File: config.mk
export PLATFORM = sky130hd
export DESIGN_NAME = aes_decipher_round_sched
export DESIGN_NICKNAME = d
export VERILOG_FILES = /design/src/rtl/aes_decipher_round_sched.sv
export SDC_FILE = /design/constraint.sdc
export NUM_CORES = 1
export LEC_CHECK = 0
export ABC_AREA = 1
export BUFFER_PORTS_ARGS = -buffer_cell sky130_fd_sc_hd__buf_2
export CAP_MARGIN = 20
export CELL_PAD_IN_SITES_DETAIL_PLACEMENT = 0
export CELL_PAD_IN_SITES_GLOBAL_PLACEMENT = 1
export CORE_AREA = 2 2 253 255
export DETAILED_ROUTE_END_ITERATION = 8
export DIE_AREA = 0 0 255 257
export GPL_TIMING_DRIVEN = 0
export PLACE_DENSITY = 0.54
export SLEW_MARGIN = 20
export SYNTH_ARGS = -nofsm -noshare
export SYNTH_HDL_FRONTEND = slang
export SYNTH_SLANG_ARGS = --single-unit
File: constraint.sdc
create_clock -name clk -period 3.4 [get_ports clk]
set_input_delay 0.17 -clock clk [delete_from_list [all_inputs] [get_ports clk]]
set_output_delay 0.17 -clock clk [all_outputs]
set_load 0.1 [all_outputs]
File: src/rtl/aes_decipher_round_sched.sv
// aes_decipher_round_sched: initial AddRoundKey plus NR shared decipher rounds per block, keys NR-1..0.
// Defining AES_DEC_SCHED_WDOG_EN adds a WAIT watchdog that drops the block and sets a sticky err.
module aes_decipher_round_sched #(
    parameter int NR = 10,
    parameter int KIDX_W = 4,
    parameter int WDOG_LIM = 64
) (
    input  logic              clk,
    input  logic              reset_n,
    input  logic              in_valid,
    output logic              in_ready,
    input  logic [127:0]      in_block,
    output logic              out_valid,
    input  logic              out_ready,
    output logic [127:0]      out_block,
    output logic [KIDX_W-1:0] key_idx,
    input  logic [127:0]      key_in,
    output logic              rnd_start,
    output logic [127:0]      rnd_block,
    output logic              rnd_final,
    input  logic              rnd_done,
    input  logic [127:0]      rnd_result,
    output logic              busy,
    output logic [KIDX_W-1:0] round_cnt,
    output logic              err
);
    typedef enum logic [2:0] {IDLE, INIT, LAUNCH, WAIT, DONE} state_t;
    localparam logic [KIDX_W-1:0] NR_K = KIDX_W'(NR);
    localparam int WD_W = $clog2(WDOG_LIM + 1);
    state_t fsm, fsm_nxt;
    logic live;
    logic last;
    logic wd_to;
    logic [WD_W-1:0] wd_cnt;
    logic [127:0] blk, st;
    assign last = round_cnt == NR_K;
    always_ff @(posedge clk or negedge reset_n)
        if (!reset_n) fsm <= IDLE;
        else fsm <= fsm_nxt;
    always_comb begin
        fsm_nxt = fsm;
        case (fsm)
            IDLE:    if (in_valid && live) fsm_nxt = INIT;
            INIT:    fsm_nxt = LAUNCH;
            LAUNCH:  fsm_nxt = WAIT;
            WAIT:    if (rnd_done) fsm_nxt = last ? DONE : LAUNCH;
                     else if (wd_to) fsm_nxt = IDLE;
            DONE:    if (out_ready) fsm_nxt = IDLE;
            default: fsm_nxt = IDLE;
        endcase
    end
    // live keeps in_ready and key_idx at 0 until the first edge after reset release
    always_ff @(posedge clk or negedge reset_n)
        if (!reset_n) begin
            live <= 1'b0;
            blk <= '0;
            st <= '0;
            round_cnt <= '0;
        end else begin
            live <= 1'b1;
            if (fsm == IDLE && in_valid && live) blk <= in_block;
            if (fsm == INIT) begin
                st <= blk ^ key_in;
                round_cnt <= KIDX_W'(1);
            end
            if (fsm == WAIT && rnd_done) begin
                st <= rnd_result;
                if (!last) round_cnt <= round_cnt + 1'b1;
            end
            if (fsm != IDLE && fsm_nxt == IDLE) round_cnt <= '0;
        end
    always_comb begin
        in_ready = live && fsm == IDLE;
        busy = fsm != IDLE;
        rnd_start = fsm == LAUNCH;
        rnd_final = (fsm == LAUNCH || fsm == WAIT) && last;
        out_valid = fsm == DONE;
        key_idx = !live ? '0 : (fsm == IDLE || fsm == INIT) ? NR_K : NR_K - round_cnt;
        out_block = st;
        rnd_block = st;
    end
`ifdef AES_DEC_SCHED_WDOG_EN
    assign wd_to = fsm == WAIT && !rnd_done && wd_cnt == WD_W'(WDOG_LIM - 1);
    always_ff @(posedge clk or negedge reset_n)
        if (!reset_n) begin
            wd_cnt <= '0;
            err <= 1'b0;
        end else begin
            if (fsm == LAUNCH) wd_cnt <= '0;
            else if (fsm == WAIT) wd_cnt <= wd_cnt + 1'b1;
            if (wd_to) err <= 1'b1;
        end
`else
    assign wd_cnt = '0;
    assign wd_to = 1'b0;
    assign err = |wd_cnt;
`endif
endmodule

==> out/results.tsv <==
stage	metric	value	unit
yosys	synth_cell_types	22	
route	wl_per_cell	18.2	um
yosys	syn_inst	1456	
route	drcViolationCount	0	
layout	syn_to_final_growth	71.2	%
route	vias_per_cell	4.24	
global_routing	antenna_found_initial	19	
place	dp_slack	0.951	ns
floorplan	std_cell_rows	92	
layout	fillers	6574	
clock_network	cts_tree	built	
sta	period_share	85.3	%
setup_path	cp-end-kind	flop	
yosys	yosysWarnings	0	
yosys	synth-seq-cells	264	
setup_path	crit_arrival	3.30	ns
setup_path	r2r_setup_slack	0.50	ns
sta	skew	0.00874	ns
sta	max_freq	345	MHz
sta	rsz0062_at_grt	false	
clock_network	cts_htree_levels	2	
route	antenna_left	0	
route	vias	14400	
setup_path	worstPathCellList	nor2_4 > nand2_2 > clkbuf_1 > buf_2 > o211ai_1 > dlygate4sd3_1	
place	io_buffers	657	
route	drt_iter0_drc	595	
route	wl	62000	um
floorplan	die_area	65500	sq um
yosys	netlist_area	13200	sq um
worst_hold_path	hold_path_depth	3	
run_status	status	finished, final reports clean	
yosys	yosysSeqAreaShare	50.1	%
layout	fin_nets	2928	
yosys	avgSynthCellArea	9.05	sq um
clock_network	clock_path_buffers	3	
floorplan	core-area	62700	sq um
floorplan	fp.dieW	255	um
floorplan	start_util	21.0	%
clock_network	cts_buffers	35	
sta	setup_viol	0	
clock_network	post_cts_resized	0	
place	hpwl	47100	um
clock_network	clock_sinks	264	
worst_hold_path	hp-class	in2reg	
clock_network	clk_latency	0.52	ns
floorplan	ios	659	
layout	seq_area	6610	sq um
route	drt_pass1_iterations	5	
sta	hold_viol	0	
yosys	syn_nets	1847	
setup_path	worstRegToRegCells	6	
setup_path	criticalPathCategory	reg2reg	
sta	drv_slew	0	
setup_path	cpPeakStageDelay	0.76	ns
global_routing	grt_pass1_wl	92000	um
clock_network	cts_root_buf	clkbuf_16	
sta	period_needed	2.90	ns
place	gp_congestion	0.817	
sta	setup_ws	0.499	ns
sta	worst_pin_slew	0.963	ns
setup_path	cp-start-kind	flop	
global_routing	grt_pass1_vias	15200	
clock_network	clk_pin_slew	0.05	ns
layout	multi_input_area	5110	sq um
setup_path	path_max_fanout	10	
setup_path	crit_required	3.80	ns
setup_path	cp_slowest_cell	clkbuf_1	
layout	drive_gt1_share	35.5	%
global_routing	grt_overflow	0	
floorplan	die_y	257	um
sta	maxSlewHeadroom	35.8	%
flow_run	cap_violations	0	
global_routing	grt_max_degree	82	
global_routing	grt_usage	18.4	%
==> critical path: cells and delay by family (launching register included) <==
family	cells	cell delay, ns
simple gates	2	0.41
flops	1	0.46
buf+inv	3	1.73
compound gates	1	0.14
==> registers in the layout, summed over array words and instances, names as in the netlist <==
name       flops
blk          128
round_cnt      4
out_block    128
fsm            3
live           1
==> synth_stat cells <==
cell type | count | area (sq um)
a21oi_1 | 6 | 30.0
buf_1 | 2 | 7.51
buf_2 | 57 | 285
buf_4 | 135 | 1010
clkbuf_1 | 34 | 128
conb_1 | 2 | 7.51
dfrtp_1 | 264 | 6610
ha_1 | 2 | 25.0
inv_1 | 9 | 33.8
nand2_1 | 400 | 1500
nand2_2 | 2 | 12.5
nand3_1 | 265 | 1330
nand3b_1 | 1 | 7.51
nand4_1 | 2 | 12.5
nor2_1 | 10 | 37.5
nor2_2 | 2 | 12.5
nor2_4 | 1 | 11.3
nor3_1 | 3 | 15.0
o211ai_1 | 128 | 961
o21a_1 | 1 | 7.51
o21ai_0 | 1 | 5.00
xnor2_1 | 129 | 1130
==> placed cells by master (no fill, tap or decap), types with 3 or more instances in the layout <==
cell type,netlist,routed
xnor2_1,129,129
inv_1,9,9
clkbuf_8,0,7
a21oi_1,6,6
buf_4,135,135
nand2_1,400,400
diode_2,0,11
dfrtp_1,264,264
clkbuf_16,0,37
clkbuf_1,34,42
dlygate4sd3_1,0,384
nor2_1,10,10
buf_2,57,714
nand3_1,265,265
buf_16,0,3
o211ai_1,128,128
==> worst paths after layout <==
path,startpoint,to
setup reg to reg,fsm[1]$_DFF_PN0_,out_block[84]$_DFFE_PN0P_
hold / removal,key_in[101],out_block[101]$_DFFE_PN0P_
max in group asynchronous,reset_n,out_block[10]$_DFFE_PN0P_
setup / recovery,fsm[1]$_DFF_PN0_,out_block[84]$_DFFE_PN0P_
hold reg to reg,blk[58]$_DFFE_PN0P_,blk[58]$_DFFE_PN0P_
min in group asynchronous,reset_n,out_block[57]$_DFFE_PN0P_
==> per-stage QoR <==
stage / cell area (sq um) / hold WS (ns) / instances / util [%] / TNS (ns)
detailed placement: 17600 / 0.126 / 2962 / 28.1 / 0
floorplan: 13200 / -0.126 / 1456 / - / 0
global route: 22600 / 0.0298 / 3410 / 36.0 / 0
finish: 22600 / 0.0540 / 3411 / 36.0 / 0
CTS: 22500 / 0.00509 / 3400 / 35.9 / 0
global placement: 17500 / 0.399 / 2959 / 27.9 / -873.40
==> layer usage <==
| layer | part of all wire (%) | global-route usage (%) | vias to the layer above |
|---|---|---|---|
| li1 | - | - | 6918 |
| met5 | 0.097 | 0 | - |
| met1 | 41 | 21.8 | 6973 |
| met2 | 52 | 33.6 | 462 |
| met3 | 5.2 | 3.48 | 86 |
| met4 | 2.3 | 5.04 | 10 |
==> logic make-up after synthesis <==
kind of cell / count (synthesis) / synth area share, %
and+or+nand+nor: 686 / 22.3
DFF: 264 / 50.1
buffers and inverters: 237 / 11.1
AOI/OAI and AO/OA: 136 / 7.62
xor gates and xnor gates: 129 / 8.57
adders and majority gates: 2 / 0.190
other: 2 / 0.0570
==> final cells by class <==
type                    instances  share of cell area (%)
plain buffers                 228                    6.36
repair buffers               1044                    32.0
diodes                         11                   0.122
well taps                     846                    4.69
flip-flops and latches        264                    29.3
clock buffers                  52                    4.66
clock inverters                 2                  0.0444
inverters                       9                   0.150
multi-input cells             955                    22.7
==> repair_timing <==
item / in CTS / in global routing
hold endpoints to repair: 361 / 0
setup buffers: 0 / 0
hold buffers: 384 / 0
Power is left out: the tool's default activity adds up to more than one toggle a clock period on the data nets, which glitch-free logic cannot reach.
